## src/rtl/threshold_trigger_multi.sv

```systemverilog
// Hysteresis-qualified PCM trigger: prime on one threshold, fire on the other,
// with N-sample qualification, optional auto-rearm/holdoff and a saturating trigger counter.
module threshold_trigger_multi #(
  parameter int WIDTH      = 16,
  parameter int THRESH_HI  = 600,
  parameter int THRESH_LO  = 500,
  parameter int QUALIFY    = 1,
  parameter int AUTO_REARM = 0,
  parameter int HOLDOFF    = 0
) (
  input  logic                    pcm_clk,
  input  logic                    reset_n,
  input  logic                    arm,
  input  logic                    clear,
  input  logic [1:0]              mode,
  input  logic signed [WIDTH-1:0] pcm,
  input  logic                    pcm_valid,
  output logic                    armed,
  output logic                    triggered,
  output logic                    trig_pulse,
  output logic [7:0]              trig_count
);

  localparam logic signed [WIDTH-1:0] HI_S  = WIDTH'(THRESH_HI);
  localparam logic signed [WIDTH-1:0] LO_S  = WIDTH'(THRESH_LO);
  localparam logic signed [WIDTH-1:0] MIN_S = {1'b1, {(WIDTH-1){1'b0}}};
  localparam logic signed [WIDTH-1:0] MAX_S = {1'b0, {(WIDTH-1){1'b1}}};
  localparam logic [7:0]              QUAL_N = 8'(QUALIFY);
  localparam logic [15:0]             HOLD_N = 16'(HOLDOFF);

  typedef enum logic [2:0] {S_IDLE, S_PRIME, S_QUAL, S_FIRED, S_HOLD} state_t;

  state_t                    state_q, state_d;
  logic [1:0]                mode_q, mode_d;
  logic [7:0]                qual_q, qual_d;
  logic [15:0]               hold_q, hold_d;
  logic [7:0]                count_q, count_d;
  logic                      armed_q, armed_d;
  logic                      triggered_q, triggered_d;
  logic                      pulse_q, pulse_d;
  logic signed [WIDTH-1:0]   abs_v;
  logic                      prime, fire;

  // The most negative sample has no positive counterpart, so it clamps to full scale.
  function automatic logic signed [WIDTH-1:0] sat_abs(input logic signed [WIDTH-1:0] x);
    if (x == MIN_S)
      return MAX_S;
    else if (x < 0)
      return -x;
    else
      return x;
  endfunction

  always_comb begin
    abs_v = sat_abs(pcm);
    prime = 1'b0;
    fire  = 1'b0;
    case (mode_q)
      2'b00: begin prime = (pcm < LO_S);   fire = (pcm > HI_S);   end
      2'b01: begin prime = (pcm > HI_S);   fire = (pcm < LO_S);   end
      2'b10: begin prime = 1'b1;           fire = (pcm > HI_S);   end
      default: begin prime = (abs_v < LO_S); fire = (abs_v > HI_S); end
    endcase
  end

  always_comb begin
    state_d     = state_q;
    mode_d      = mode_q;
    qual_d      = qual_q;
    hold_d      = hold_q;
    count_d     = count_q;
    triggered_d = triggered_q;
    pulse_d     = 1'b0;
    if (clear) begin
      state_d     = S_IDLE;
      qual_d      = 8'd0;
      hold_d      = 16'd0;
      count_d     = 8'd0;
      triggered_d = 1'b0;
    end else begin
      case (state_q)
        S_IDLE: begin
          if (arm) begin
            mode_d  = mode;
            state_d = S_PRIME;
          end
        end
        S_PRIME: begin
          // Level mode is always primed; the priming sample never also counts toward firing.
          if (mode_q == 2'b10 || (pcm_valid && prime)) begin
            state_d = S_QUAL;
            qual_d  = 8'd0;
          end
        end
        S_QUAL: begin
          if (pcm_valid) begin
            if (fire) begin
              if (qual_q + 8'd1 == QUAL_N) begin
                state_d     = S_FIRED;
                qual_d      = 8'd0;
                triggered_d = 1'b1;
                pulse_d     = 1'b1;
                if (count_q != 8'hFF)
                  count_d = count_q + 8'd1;
              end else begin
                qual_d = qual_q + 8'd1;
              end
            end else begin
              qual_d = 8'd0;
            end
          end
        end
        S_FIRED: begin
          if (AUTO_REARM != 0) begin
            hold_d = 16'd0;
            if (HOLD_N == 16'd0) begin
              state_d     = S_PRIME;
              triggered_d = 1'b0;
            end else begin
              state_d = S_HOLD;
            end
          end
        end
        S_HOLD: begin
          if (pcm_valid) begin
            if (hold_q + 16'd1 == HOLD_N) begin
              state_d     = S_PRIME;
              hold_d      = 16'd0;
              triggered_d = 1'b0;
            end else begin
              hold_d = hold_q + 16'd1;
            end
          end
        end
        default: state_d = S_IDLE;
      endcase
    end
    armed_d = (state_d == S_PRIME) || (state_d == S_QUAL) || (state_d == S_HOLD);
  end

  always_ff @(posedge pcm_clk or negedge reset_n) begin
    if (!reset_n) begin
      state_q     <= S_IDLE;
      mode_q      <= 2'b00;
      qual_q      <= 8'd0;
      hold_q      <= 16'd0;
      count_q     <= 8'd0;
      armed_q     <= 1'b0;
      triggered_q <= 1'b0;
      pulse_q     <= 1'b0;
    end else begin
      state_q     <= state_d;
      mode_q      <= mode_d;
      qual_q      <= qual_d;
      hold_q      <= hold_d;
      count_q     <= count_d;
      armed_q     <= armed_d;
      triggered_q <= triggered_d;
      pulse_q     <= pulse_d;
    end
  end

  assign armed      = armed_q;
  assign triggered  = triggered_q;
  assign trig_pulse = pulse_q;
  assign trig_count = count_q;

endmodule

```

## config.mk

```make
export PLATFORM = sky130hd
export DESIGN_NAME = threshold_trigger_multi
export DESIGN_NICKNAME = d
export VERILOG_FILES = /design/src/rtl/threshold_trigger_multi.sv
export SDC_FILE = /design/constraint.sdc
export NUM_CORES = 1
export LEC_CHECK = 0
export BUFFER_PORTS_ARGS = -buffer_cell sky130_fd_sc_hd__buf_2
export CORE_UTILIZATION = 39
export CTS_CLUSTER_DIAMETER = 60
export DETAILED_ROUTE_END_ITERATION = 8
export GPL_ROUTABILITY_DRIVEN = 0
export PLACE_DENSITY_LB_ADDON = 0.1
export SLEW_MARGIN = 20
export SYNTH_ARGS = -nofsm -noshare
export SYNTH_HDL_FRONTEND = slang
export SYNTH_SLANG_ARGS = --single-unit
```

## constraint.sdc

```tcl
create_clock -name pcm_clk -period 3.7 [get_ports pcm_clk]
set_clock_uncertainty 0.05 [all_clocks]
set_input_delay 0.555 -clock pcm_clk [delete_from_list [all_inputs] [get_ports pcm_clk]]
set_output_delay 0.555 -clock pcm_clk [all_outputs]
set_load 0.03 [all_outputs]
```

# After elaboration in Yosys (flattened, before gate mapping)
# Cells that the tools add are included.
# classes
n_eq_ne	18
magnitude_cmp	5
mux	41
n_reduce_logical	21
n_addsub	4
n_bitwise	1
# op_table
cell	count
16-bit two-way mux	6
8-bit two-way mux	11
16-bit by 11-bit > comparator with 1-bit output (second input constant)	2
16-bit by 10-bit < comparator with 1-bit output (second input constant)	2
3-bit two-way mux	8
3-bit != test (second input constant)	6
16-bit by 1-bit adder with 16-bit output (second input constant)	1
8-bit by 1-bit adder with 8-bit output (second input constant)	2
16-bit equality test (second input constant)	1
16-bit zero test	1
16-bit by 1-bit < comparator with 1-bit output (second input constant)	1
16-bit negator	1
8-bit one-hot mux with 2 select lines	1
3-bit one-hot mux with 5 select lines	1
2-bit nonzero test	6
1-bit two-way mux	11
3-bit by 2-bit equality test with 1-bit output (second input constant)	3
8-bit by 1-bit equality test with 1-bit output (second input constant)	1
8-bit != test (second input constant)	1
3-bit by 1-bit equality test with 1-bit output (second input constant)	2
3-bit equality test (second input constant)	2
3-bit AND reduction	2
6-bit AND reduction	1
3-bit nonzero test	2
12 further kinds	15
# totals
word_cells	98
out_inout_bits	11
reg_bits	40

# Depth between registers and ports, before layout
# logic_depth
depth_word	13
mapped_depth	13
ltp_nobuf	11

# Least setup slack after synthesis
# Ideal clock, no wire load.
# synth_timing
kind	input-to-reg
start	input pcm[0]
end	register armed_q, in the netlist armed
setup_time_ns	0.124
required_ns	3.526
n_path_buf	1
stages	12
arrival_time_ns	3.445
setup_slack_ns	0.081
path_cell_list	inv_1 -> ha_1 -> or3b_1 -> buf_2 -> or4_4 -> o32ai_2 -> o221ai_2 -> a32o_1 -> a31o_4 -> or3_1 -> and3b_4 -> o31a_1
# synth_via
elab_chain_cells	13
elab_cells_between_ends	23
cone_classes	add/sub (1); order compare (5); eq/ne (4); mux (9); reduce/logical (4)
# synth_lines
item	line_no	source
from (decl)	16	input logic signed [WIDTH-1:0] pcm,
16-bit negator or 16-bit by 1-bit < comparator with 1-bit output (tied branches)	49, 48	
16-bit two-way mux	48	else if (x < 0)
16-bit two-way mux	46	if (x == MIN_S)
16-bit by 10-bit < comparator with 1-bit output	62	default: begin prime = (abs_v < LO_S); fire = (abs_v > HI_S); end
1-bit one-hot mux with 3 select lines	58	case (mode_q)
1-bit logical AND	90	if (mode_q == 2'b10 || (pcm_valid && prime)) begin
1-bit logical OR	90	
3-bit two-way mux	90	
3-bit one-hot mux with 5 select lines (*)	81	case (state_q)
3-bit two-way mux (*)	74	if (clear) begin
net state_d[0]	33	state_t state_q, state_d;
3-bit by 1-bit equality test with 1-bit output or 3-bit by 2-bit equality test with 1-bit output (tied branches)	138	armed_d = (state_d == S_PRIME) || (state_d == S_QUAL) || (state_d == S_HOLD);
1-bit logical OR	138	
1-bit logical OR (*)	138	
net armed_d	38	logic armed_q, armed_d;
to (signal assigned)	157	armed_q <= armed_d;
to (decl)	38	
# The timed path passes the listed nets; every way through them passes the cells marked *.
# A chain may end at the register's enable or synchronous reset.

# Worst setup path in the final report
# Ends and elaborated chain as after synthesis.

==> summary.txt <==
Yosys
  • FFs w/ async S/R, synth: 100%
  • Synthesized area: 3430 um^2
  • Mapped Cells: 418
  • Most used flip-flop cell after synthesis: dfrtp_1
  • #FFs+latches synth: 40
  • Synth top area cells: dfrtp_1 (29%), o21ai_0 (5.0%), nor2_1 (4.6%), nand3_1 (3.8%), xor2_1 (3.6%)
  • Yosys top cell by area: dfrtp_1
  • Synth Net Count: 446
  • YS warnings: 0
  • EDFF count, synth: 0
  • Area share of the largest cell type after synthesis: 29.2%
  • Avg Inst Size Synth: 8.20 um^2
  • Synth cell types: 77
  • Sequential area share after synthesis: 29.2%

Flow run
  • Maxcap violations: 0

Setup path
  • Worst EP required: 3.84 ns
  • Crit-path cells: buf_2 -> inv_1 -> ha_1 -> or3b_1 -> or4_4 -> o32ai_2 -> o22ai_1 -> o31ai_1 -> nor3_1 -> or3_1 -> and3b_4 -> o31a_1
  • CP Capture Type: register
  • Reg2reg end: armed
  • Crit Path Category: input pin to register
  • Cells on worst reg2reg path: 11
  • Flop-to-flop setup slack: 0.57 ns
  • Peak fanout along the critical path: 4
  • Worst r2r src: hold_q[0]
  • Slowest cell on the critical path: or4_4
  • Startpoint types: input pin
  • CP peak stage delay: 0.57 ns
  • Arr. time, crit path: 3.53 ns

STA
  • Fin crit period: 3.40 ns
  • Final hold vios: 0
  • Post-Route Setup TNS: 0 ns
  • RSZ-0062 raised after global routing: false
  • Fin crit share: 91.8%
  • Worst Hold Slack: 0.333 ns
  • Setup slack after layout: 0.305 ns
  • Final setup vio count: 0
  • Rel. slew slack: 39.8%
  • Slew Limit Fails: 0
  • Worst Max-Slew Pin Slew: 0.904 ns
  • Max Fclk: 295 MHz

Status
  • Status: finished clean

Die
  • Core box area: 8340 um^2
  • Die Wd: 95.7 um
  • Vert. Die Dim: 95.7 um
  • Num rows: 33
  • Die area: 9160 um^2
  • Starting Density: 41.1%
  • I/O pins: 34

Place
  • DP Wirelength: 6250 um
  • IO buf count: 33
  • Pre-CTS setup slack: 0.00980 ns

Min path
  • Worst Hold Class: input pin to asynchronous set/reset pin

Layout
  • Area growth from synthesis to layout: 10.2%
  • Commonest cells after routing, fill and taps aside: nor2_1 (42), dfrtp_1 (40), o21ai_0 (34), buf_2 (33), nand2_1 (31)
  • Inserted Diodes: 0
  • Layout cell share with drive strength beyond 1: 20.1%
  • Commonest non-fill, non-tap cell in the layout: nor2_1
  • Final #Nets: 479
  • Final core utilization: 45.2%

Power
  • Leakage power total: 1.62 nW
  • Total power: 1.22 mW
  • PD cells: 324 nW/um^2
  • Worst VDD drop: 0.169 mV

Clock network
  • Total CTS buffers: 5
  • Root buf cell: clkbuf_8
  • Clock Latency Late Sink: 0.30 ns
  • Post-CTS Hold Fix Bufs: 0
  • Setup bufs post-CTS: 0
  • Post-cts resize count: 0
  • # H-tree levels: 2
  • Clock Sinks: 40
  • Clock Pin Slew Worst Setup and Hold Paths: 0.09 ns
  • Maximum clock insertion buffer count: 2
  • TritonCTS clock tree: built

Routing
  • DRT iter0 DRCs: 143
  • Antenna violation net count after detailed routing: 0
  • Wire length per cell: 15.2 um
  • DRC Markers: 0
  • Drt via density: 5.87
  • TritonRoute pass-1 iters: 4
  • Vias: 3268
  • WL final: 8490 um

Global route
  • Largest net degree at the start of global routing: 41
  • Initial antenna violation count: 0
  • GRT overflow: 0
  • First-pass GRT wire length: 15000 um
  • GRT Resource Usage Total: 20.7%
  • Vias in the first global route: 3133
cells in the mapped netlist, drive strengths merged (3+ instances only):
cell / n
a211o: 4
a21oi: 17
a22o: 3
a311oi: 3
a31o: 5
a31oi: 4
and2: 3
and3: 14
buf: 9
clkbuf: 14
dfrtp: 40
ha: 5
inv: 15
mux2i: 7
nand2: 31
nand2b: 7
nand3: 26
nand4: 9
nor2: 42
nor2b: 5
nor3: 17
nor4: 7
o211ai: 3
o21ai: 35
o22ai: 4
o31a: 3
o31ai: 5
o32ai: 3
o41ai: 5
or2: 5
or3: 8
or4: 5
xnor2: 5
xor2: 14
registers in the layout, summed over array words and instances, names as in the netlist:
register and cells:
hold_q 16, qual_q 8, trig_count 8, state_q 3
mode_q 2, armed 1, trig_pulse 1, triggered 1
cell families after synthesis:
logic type | synth area share, %
and+or+nand+nor | 29.3
AOI/OAI and AO/OA | 24.4
buffers and inverters | 7.67
DFF | 29.2
xor gates and xnor gates | 4.86
muxes | 2.70
adders and majority gates | 1.83
worst max-delay path by stage:
stage,from,to
after floorplan,pcm[0],armed
after global placement,pcm[0],armed
after detailed placement,pcm[0],armed
after CTS,pcm[0],armed
after global routing,pcm[0],armed
final,pcm[0],armed
through the flow:
stage	std cells	instance area [um^2]
6_report	557	3770
5_1_grt	557	3770
4_1_cts	557	3770
3_5_place_dp	549	3660
3_3_place_gp	549	3660
2_1_floorplan	418	3430
metal layers:
metal | part of all wire (%) | global-route usage [%] | vias to the layer above
li1 | - | - | 1627
met1 | 48 | 27.7 | 1566
met2 | 47 | 34.2 | 60
met3 | 2.8 | 2.69 | 15
met4 | 1.7 | 6.84 | 0
met5 | 0 | 0 | -
worst max-delay path, delay by kind of cell:
| kind | cells | cell delay (ns) |
|---|---|---|
| compound gates | 4 | 0.99 |
| fa+ha+maj | 1 | 0.15 |
| buf+inv | 2 | 0.15 |
| simple gates | 5 | 1.68 |
power breakdown:
part	switching (mW)	internal, mW
sequential	0.0390	0.464
clock	0.177	0.204
combinational	0.198	0.140
layout make-up:
class,count,area [um^2]
Clock inverter,3,46.3
Tap cell,105,131
Multi-Input combinational cell,337,2160
Fill cell,845,4570
Inverter,15,56.3
Sequential cell,40,1000
Clock buffer,5,68.8
Timing Repair Buffer,52,308
(Power assumes the default switching activity.)
